<file path="config.mk">
export PLATFORM = sky130hd
export DESIGN_NAME = rgb_sbit2wrd_gen_flat
export DESIGN_NICKNAME = d
export VERILOG_FILES = /design/src/rtl/rgb_sbit2wrd_gen_if.sv /design/src/rtl/rgb_sbit2wrd_gen.sv /design/src/flat_wrapper.sv
export SDC_FILE = /design/constraint.sdc
export NUM_CORES = 1
export LEC_CHECK = 0
export CAP_MARGIN = 20
export CORE_MARGIN = 8
export CORE_UTILIZATION = 30
export CTS_BUF_LIST = sky130_fd_sc_hd__clkbuf_4 sky130_fd_sc_hd__clkbuf_8 sky130_fd_sc_hd__clkbuf_16
export CTS_CLUSTER_DIAMETER = 100
export DETAILED_ROUTE_END_ITERATION = 7
export GPL_TIMING_DRIVEN = 0
export PLACE_DENSITY = 0.6
export SYNTH_ARGS = -nofsm -noshare
export SYNTH_HDL_FRONTEND = slang
export SYNTH_SLANG_ARGS = --single-unit
</file>
<file path="constraint.sdc">
create_clock -name clk -period 3.5 [get_ports clk]
set_input_delay 0.35 -clock clk [delete_from_list [all_inputs] [get_ports clk]]
set_output_delay 0.35 -clock clk [all_outputs]
set_load 0.03 [all_outputs]
</file>
<file path="src/rtl/rgb_sbit2wrd_gen_if.sv">
// Bus between the serial-bit decoder, the word assembler and the downstream
// FIFO/converter: decoded-bit strobes in, status+pixel words out over valid/ready.
interface rgb_sbit2wrd_gen_if #(
  parameter int BITS_PER_PIXEL = 24,
  parameter int PIX_IDX_W      = 10
);
  logic                        in_strobe;
  logic                        in_sbit_value;
  logic                        in_stream_reset;
  logic                        out_ready;
  logic [BITS_PER_PIXEL+7:0]   out_word;
  logic                        out_valid;
  logic [PIX_IDX_W-1:0]        out_pix_idx;
  logic                        frame_done;
  logic                        overrun;

  modport slave (
    input  in_strobe, in_sbit_value, in_stream_reset, out_ready,
    output out_word, out_valid, out_pix_idx, frame_done, overrun
  );

  modport master (
    output in_strobe, in_sbit_value, in_stream_reset, out_ready,
    input  out_word, out_valid, out_pix_idx, frame_done, overrun
  );
endinterface

</file>
<file path="src/rtl/rgb_sbit2wrd_gen.sv">
// Packs decoded WS2812b bits MSB-first into 24/32-bit pixel words and hands
// them downstream with a status byte, pixel index, frame pulse and overrun flag.
module rgb_sbit2wrd_gen #(
  parameter int BITS_PER_PIXEL = 24,
  parameter int PIX_IDX_W      = 10
) (
  input  logic              clk,
  input  logic              rst_n,
  rgb_sbit2wrd_gen_if.slave bus
);
  localparam int              BC_W   = $clog2(BITS_PER_PIXEL);
  localparam logic [BC_W-1:0] BC_TOP = BC_W'(BITS_PER_PIXEL - 1);
  localparam int              WORD_W = BITS_PER_PIXEL + 8;
  localparam int              SR_BIT = BITS_PER_PIXEL + 6;

  if (BITS_PER_PIXEL != 24 && BITS_PER_PIXEL != 32) begin : g_bpp_check
    $error("rgb_sbit2wrd_gen: BITS_PER_PIXEL must be 24 or 32");
  end

  typedef enum logic {
    COLLECT = 1'b0,
    HOLD    = 1'b1
  } state_t;

  state_t                    r_state;
  logic [1:0]                r_rst_sync;
  logic                      r_strobe_d;
  logic [BC_W-1:0]           r_bcount;
  logic [BITS_PER_PIXEL-1:0] r_data;
  logic [WORD_W-1:0]         r_word;
  logic                      r_valid;
  logic [PIX_IDX_W-1:0]      r_idx;
  logic [PIX_IDX_W-1:0]      r_pix;
  logic                      r_frame_done;
  logic                      r_overrun;

  logic                      w_run;
  logic                      w_event;
  logic                      w_last_bit;
  logic                      w_emit;
  logic                      w_accept;
  logic                      w_drop;
  logic                      w_acc_sr;
  logic                      w_partial;
  logic [7:0]                w_status;
  logic [BITS_PER_PIXEL-1:0] w_new_data;
  logic [PIX_IDX_W-1:0]      w_pix_after;

  function automatic logic [PIX_IDX_W-1:0] sat_inc(input logic [PIX_IDX_W-1:0] v);
    return (&v) ? v : v + 1'b1;
  endfunction

  always_comb begin
    w_run      = r_rst_sync[1];
    w_event    = w_run && bus.in_strobe && !r_strobe_d;
    w_last_bit = (r_bcount == '0);
    w_emit     = w_event && (bus.in_stream_reset || w_last_bit);
    w_accept   = r_valid && bus.out_ready;
    w_drop     = w_emit && r_valid && !bus.out_ready;
    w_acc_sr   = w_accept && r_word[SR_BIT];
    w_partial  = bus.in_stream_reset && (r_bcount != BC_TOP);
    w_status   = {1'b1, bus.in_stream_reset, w_partial, r_overrun, 4'b0000};
    // The final data bit lands in bit 0 of the word being emitted this cycle
    w_new_data = bus.in_stream_reset ? r_data
                                     : {r_data[BITS_PER_PIXEL-1:1], bus.in_sbit_value};
    // Index seen by a word emitted now already accounts for a same-cycle accept
    w_pix_after = r_pix;
    if (w_accept) begin
      w_pix_after = w_acc_sr ? '0 : sat_inc(r_pix);
    end
  end

  always_ff @(posedge clk or negedge rst_n) begin
    if (!rst_n) begin
      r_rst_sync   <= 2'b00;
      r_strobe_d   <= 1'b0;
      r_bcount     <= BC_TOP;
      r_data       <= '0;
      r_word       <= '0;
      r_valid      <= 1'b0;
      r_idx        <= '0;
      r_pix        <= '0;
      r_frame_done <= 1'b0;
      r_overrun    <= 1'b0;
      r_state      <= COLLECT;
    end else begin
      r_rst_sync   <= {r_rst_sync[0], 1'b1};
      r_strobe_d   <= bus.in_strobe;
      r_frame_done <= w_acc_sr;
      // A dropped stream-reset word still realigns the frame
      r_pix        <= (w_drop && bus.in_stream_reset) ? '0 : w_pix_after;
      if (w_drop) begin
        r_overrun <= 1'b1;
      end

      if (w_event) begin
        if (bus.in_stream_reset || w_last_bit) begin
          r_bcount <= BC_TOP;
          r_data   <= '0;
        end else begin
          r_data[r_bcount] <= bus.in_sbit_value;
          r_bcount         <= r_bcount - 1'b1;
        end
      end

      case (r_state)
        COLLECT: begin
          if (w_emit) begin
            r_word  <= {w_status, w_new_data};
            r_idx   <= w_pix_after;
            r_valid <= 1'b1;
            r_state <= HOLD;
          end
        end
        HOLD: begin
          if (w_accept) begin
            if (w_emit) begin
              r_word <= {w_status, w_new_data};
              r_idx  <= w_pix_after;
            end else begin
              r_valid <= 1'b0;
              r_state <= COLLECT;
            end
          end
        end
      endcase
    end
  end

  assign bus.out_word    = r_word;
  assign bus.out_valid   = r_valid;
  assign bus.out_pix_idx = r_idx;
  assign bus.frame_done  = r_frame_done;
  assign bus.overrun     = r_overrun;
endmodule

</file>
<file path="src/flat_wrapper.sv">
// flat-port wrapper written by rule: the top's interface ports become plain ports
module rgb_sbit2wrd_gen_flat 
#(
  parameter int BITS_PER_PIXEL = 24,
  parameter int PIX_IDX_W      = 10
)
  (clk, rst_n, bus_in_strobe, bus_in_sbit_value, bus_in_stream_reset, bus_out_ready, bus_out_word, bus_out_valid, bus_out_pix_idx, bus_frame_done, bus_overrun);
  rgb_sbit2wrd_gen_if #(.BITS_PER_PIXEL(BITS_PER_PIXEL), .PIX_IDX_W(PIX_IDX_W)) bus_i ();
  input  logic clk;
  input  logic rst_n;
  input wire logic [$bits(bus_i.in_strobe)-1:0] bus_in_strobe;
  input wire logic [$bits(bus_i.in_sbit_value)-1:0] bus_in_sbit_value;
  input wire logic [$bits(bus_i.in_stream_reset)-1:0] bus_in_stream_reset;
  input wire logic [$bits(bus_i.out_ready)-1:0] bus_out_ready;
  output wire logic [$bits(bus_i.out_word)-1:0] bus_out_word;
  output wire logic [$bits(bus_i.out_valid)-1:0] bus_out_valid;
  output wire logic [$bits(bus_i.out_pix_idx)-1:0] bus_out_pix_idx;
  output wire logic [$bits(bus_i.frame_done)-1:0] bus_frame_done;
  output wire logic [$bits(bus_i.overrun)-1:0] bus_overrun;
  assign bus_i.in_strobe = bus_in_strobe;
  assign bus_i.in_sbit_value = bus_in_sbit_value;
  assign bus_i.in_stream_reset = bus_in_stream_reset;
  assign bus_i.out_ready = bus_out_ready;
  assign bus_out_word = bus_i.out_word;
  assign bus_out_valid = bus_i.out_valid;
  assign bus_out_pix_idx = bus_i.out_pix_idx;
  assign bus_frame_done = bus_i.frame_done;
  assign bus_overrun = bus_i.overrun;
  rgb_sbit2wrd_gen #(.BITS_PER_PIXEL(BITS_PER_PIXEL), .PIX_IDX_W(PIX_IDX_W)) u_core (.clk(clk), .rst_n(rst_n), .bus(bus_i));
endmodule
</file>
### Word level (Yosys, flattened, before mapping)

Cells that the tools add are included.
W data, S select, Z words.

| storage, ports and cells | value |
|---|---|
| bits of input ports | 6 |
| bits in registers | 88 |
| word-level logic and storage cells | 59 |
| output and inout bits | 45 |

| operators by class | value |
|---|---|
| equal/unequal tests | 4 |
| reduce and logical (&&, ||, !) cells | 16 |
| bitwise logic cells | 1 |
| magnitude comparators | 2 |
| $add $sub $neg | 2 |
| muxes and demuxes | 23 |

Operator list:

| operator | count |
|---|---|
| $mux W32 | 2 |
| $pmux W32 S2 | 1 |
| $mux W10 | 6 |
| $bwmux W24 | 1 |
| $mux W24 | 1 |
| $pmux W10 S2 | 1 |
| $add A10 B1 Y10 const B | 1 |
| $logic_and A1 B1 Y1 | 10 |
| $reduce_and A10 Y1 | 1 |
| $mux W1 | 7 |
| $lt A5 B6 Y1 const B | 1 |
| $demux W1 S5 | 1 |
| $ge A5 B1 Y1 const B | 1 |
| $logic_not A5 Y1 | 1 |
| $mux W5 | 1 |
| $ne A5 B5 Y1 const B | 1 |
| $sub A5 B1 Y5 const B | 1 |
| $ne A2 B2 Y1 const B | 2 |
| $pmux W1 S2 | 2 |
| $reduce_and A3 Y1 | 1 |
| $logic_not A1 Y1 | 2 |
| $ne A2 B1 Y1 const B | 1 |
| $logic_or A1 B1 Y1 | 1 |
| $not A1 Y1 | 1 |

### Logic depth before layout (Yosys ltp)

| depth | value |
|---|---|
| depth after elaboration | 7 |
| mapped depth | 8 |
| mapped depth without buffers | 6 |

### Worst setup path after synthesis

OpenSTA, ideal clock, no wires.

| path | value |
|---|---|
| path kind | reg-to-reg |
| start point | register u_core.r_bcount[0] |
| end point | register u_core.r_idx[7], in the netlist u_core.bus.out_pix_idx[7] |
| setup time | 0.121 ns |
| period minus slack after synthesis | 1.898 ns |
| required time | 3.379 ns |
| arrival time | 1.777 ns |
| stages on the path, launching flop included | 8 |
| buffers on the path | 1 |
| setup slack | 1.602 ns |
| path through | dfstp_2 -> inv_1 -> ha_1 -> nor4b_4 -> o211ai_4 -> clkbuf_1 -> nor2_1 -> a22o_1 |

| on the way | value |
|---|---|
| longest elaborated chain between the ends | 6 |

Ends and longest elaborated chain:

| element | line | source |
|---|---|---|
| start, declared | rgb_sbit2wrd_gen.sv:28 | `logic [BC_W-1:0] r_bcount;` |
| start signal, assigned | rgb_sbit2wrd_gen.sv:102 | `r_bcount <= r_bcount - 1'b1;` |
| $logic_not A5 Y1 (*) | rgb_sbit2wrd_gen.sv:56 | `w_last_bit = (r_bcount == '0);` |
| $logic_or A1 B1 Y1 (*) | rgb_sbit2wrd_gen.sv:57 | `w_emit = w_event && (bus.in_stream_reset \|\| w_last_bit);` |
| $logic_and A1 B1 Y1 (*) | rgb_sbit2wrd_gen.sv:57 |  |
| $mux W10 (*) | - |  |
| $mux W10 | - |  |
| $pmux W10 S2 (*) | - |  |
| end signal, assigned | rgb_sbit2wrd_gen.sv:110 | `r_idx <= w_pix_after;` |
| end signal, assigned | rgb_sbit2wrd_gen.sv:119 | `r_idx <= w_pix_after;` |
| end, declared | rgb_sbit2wrd_gen.sv:32 | `logic [PIX_IDX_W-1:0] r_idx;` |

Mark *: on every way between the ends. The rest lies on a longest branch, timed or not. The select of a mux whose other input is x is not followed.
A chain may end at the register's enable or synchronous reset.

### Worst setup path after layout

| path | value |
|---|---|
| start point | register u_core.r_bcount[0] |
| end point | register u_core.r_data[6] |

| on the way | value |
|---|---|
| longest elaborated chain between the ends | 6 |
| elaborated cells on any way between the ends | 9 |
| those cells by class | order compare (2); mux (4); reduce/logical (3) |

Ends and longest elaborated chain:

| element | line | source |
|---|---|---|
| $lt A5 B6 Y1 (not written as such) or $ge A5 B1 Y1 (tied branches) | rgb_sbit2wrd_gen.sv:101 | `r_data[r_bcount] <= bus.in_sbit_value;` |
| $logic_and A1 B1 Y1 (not written as such) | rgb_sbit2wrd_gen.sv:101 |  |
| $mux W1 (not written as such) | rgb_sbit2wrd_gen.sv:101 |  |
| $demux W1 S5 | - |  |
| $bwmux W24 | rgb_sbit2wrd_gen.sv:101 |  |
| $mux W24 (*) | rgb_sbit2wrd_gen.sv:97 | `if (bus.in_stream_reset \|\| w_last_bit) begin` |
| end signal, assigned by index | rgb_sbit2wrd_gen.sv:101 |  |
| end, declared | rgb_sbit2wrd_gen.sv:29 | `logic [BITS_PER_PIXEL-1:0] r_data;` |

Mark *: on every way between the ends. The rest lies on a longest branch, timed or not.

==> flow_summary.json <==
{
  "status": "complete, no violations",
  "grt_usage": 0.118,
  "critPathRequiredTime_ps": 3750,
  "min_period_ps": 2360,
  "critPathLaunchType": "flop",
  "nets": 436,
  "die_area_um2": 17000,
  "final_area_um2": 4940,
  "syn_inst": 363,
  "pre_cts_slack_ps": 1060,
  "relSlewSlack": 0.540,
  "cts_buffers": 9,
  "p_per_area_nw_per_um2": 611,
  "num_vias": 3029,
  "gp_congestion": 0.855,
  "wl_mm": 9.61,
  "rsz0062_at_grt": "no",
  "clkSinkCount": 84,
  "tns_ps": 0,
  "layout-drive-gt1-share": 0.149,
  "drv_slew": 0,
  "yosysWarnings": 0,
  "placed_area_um2": 4620,
  "drcViolationCount": 0,
  "synth_seq_cells": 84,
  "worstMarginPinSlew_ps": 672,
  "floorplan.initialDensity": 0.310,
  "async_flop_share": 1.00,
  "avgViaCountPerCell": 5.04,
  "ys_seq_area_frac": 0.537,
  "synth_area_per_cell_um2": 10.8,
  "grt_overflow": 0,
  "synth_edf_count": 0,
  "final_util": 0.390,
  "die_width_um": 130,
  "drv_cap": 0,
  "hold_class": "flop to flop",
  "instances_no_fill": 601,
  "finalSetupViolations": 0,
  "core_area_um2": 12700,
  "max_freq_mhz": 423,
  "cts_max_level": 3,
  "arrival_ps": 2610,
  "leakage_nw": 2.10,
  "grt_pass1_vias": 2923,
  "clk_pin_slew_worst_paths_ps": 70,
  "cts_resized": 0,
  "syn_area_um2": 3920,
  "grt_pass1_wl_mm": 15.6,
  "fin_crit_sh": 0.675,
  "clkLatencyLatePin_ps": 340,
  "num_antenna_cells": 0,
  "fp.dieH_um": 130,
  "finalHoldViolations": 0,
  "ir_drop_mv": 0.257,
  "ant_nets": 0,
  "dr.pass1.iters": 7,
  "dp.final_hpwl_mm": 6.83,
  "cts.path.max_buffers": 2,
  "io_buffers": 45,
  "routedWlPerCell_um": 16.0,
  "critical_path_class": "flop to flop",
  "dp.cells": 584,
  "path_max_fanout": 9,
  "synthFlopType": "dfrtp_1",
  "synthDistinctLibCells": 55,
  "grt_max_degree": 55,
  "setup_ws_ps": 1140,
  "antenna_found_initial": 0,
  "drtIter0Drc": 295,
  "cts_tree": "built",
  "area_delta_synth_final_pct": 25.8,
  "rows": 41,
  "crit_path_end_kind": "flop",
  "fin_skew_ps": 6.37,
  "cts-root-buf": "clkbuf_16",
  "io_pins": 51
}
## per-stage QoR
step           power, mW  hold WS (ps)
2_1_floorplan       1.75          54.4
3_3_place_gp        2.06           332
3_5_place_dp        2.08           321
4_1_cts             3.05           351
5_1_grt             3.18           364
6_report            3.02           348
## critical path: stages (launching register included)
cell and delay [ps]:
dfstp_2 560, inv_1 100, ha_1 330, nor4b_4 220, nor3_2 410, nand3_1 370, o21ai_0 280
## power breakdown
| group | switching [mW] | internal, mW |
|---|---|---|
| clock network | 0.399 | 0.556 |
| logic | 0.473 | 0.322 |
| registers | 0.141 | 1.13 |
| total | 1.01 | 2.01 |
## cells in the mapped netlist, types with 5 or more instances
master | count | area share
inv_1 | 6 | 0.0057
dfrtp_1 | 80 | 0.51
nand4_1 | 5 | 0.0080
mux2_2 | 25 | 0.072
a21oi_1 | 9 | 0.011
nand3b_1 | 5 | 0.0096
nand2_1 | 24 | 0.023
nor2_1 | 15 | 0.014
clkbuf_1 | 13 | 0.012
nor3_1 | 9 | 0.011
nor2b_1 | 5 | 0.0080
ha_1 | 6 | 0.019
nand3_1 | 9 | 0.011
a211oi_1 | 18 | 0.034
o21ai_0 | 54 | 0.069
## state kept, by name, summed over array words and instances, names as in the netlist
name / cells
u_core.r_bcount: 5
u_core.bus.out_valid: 1
u_core.bus.out_word: 28
u_core.r_strobe_d: 1
u_core.bus.overrun: 1
u_core.bus.frame_done: 1
u_core.r_pix: 10
u_core.r_state: 1
u_core.bus.out_pix_idx: 10
u_core.r_rst_sync: 2
u_core.r_data: 24
## metal layers
layer	routed length (µm)	track usage	part of all wire	vias up
met1	4460	0.153	0.46	1487
met2	4330	0.180	0.45	76
li1	-	-	-	1451
met4	185	0.0473	0.019	0
met3	628	0.0384	0.065	15
met5	0	0	0	-
## worst paths after layout
check	from	cells after the start	slack, ps	endpoint
setup / recovery	u_core.r_bcount[0]$_DFFE_PN1P_	6	1140	u_core.r_data[6]$_DFFE_PN0P_
hold / removal	u_core.r_rst_sync[0]$_DFF_PN0_	0	350	u_core.r_rst_sync[1]$_DFF_PN0_
setup reg to reg	u_core.r_bcount[0]$_DFFE_PN1P_	6	1140	u_core.r_data[6]$_DFFE_PN0P_
hold reg to reg	u_core.r_rst_sync[0]$_DFF_PN0_	0	350	u_core.r_rst_sync[1]$_DFF_PN0_
max in group asynchronous	rst_n	3	2350	u_core.r_bcount[4]$_DFFE_PN1P_
min in group asynchronous	rst_n	2	500	u_core.bus.out_pix_idx[2]$_DFFE_PN0P_
## cell type report
cell class,instances,area (µm²)
buffer,25,136
clock buffer,9,225
clock inverter,7,76.3
fill,1255,7730
inverter,6,22.5
multi-input combinational,251,1670
sequential,84,2110
tap,172,215
timing repair buffer,47,485
## placed cells by master (no fill, tap or decap), drive strengths merged, types with 4 or more instances in the layout
master,Yosys,routed
nand4,5,5
dfrtp,80,80
ha,6,6
a211oi,18,18
or3,4,4
buf,12,14
clkdlybuf4s50,0,44
o21ai,58,58
conb,2,5
nor3,10,10
nand2,24,24
a21oi,9,9
inv,6,7
dfstp,4,4
nand3b,5,5
nand3,9,9
nor2b,5,5
clkbuf,13,22
nor2,15,15
mux2,25,25
## cells by family (layout without fill, tap and decap cells)
kind of cell | count (synthesis) | after routing | share of synthesized area
adder cells (fa/ha/maj) | 6 | 6 | 0.0191
XOR/XNOR | 2 | 2 | 0.00447
multiplexers | 27 | 27 | 0.0769
AO/OA/AOI/OAI | 113 | 113 | 0.181
buffers and inverters | 31 | 94 | 0.0405
AND/OR/NAND/NOR | 98 | 98 | 0.139
other | 2 | 5 | 0.00191
flip-flops | 84 | 84 | 0.537
## repair_timing
item                      4_1_cts  5_1_grt
hold endpoints to repair       28        0
buffers inserted                0        0
hold buffers                    1        0
(Power assumes the default switching activity.)
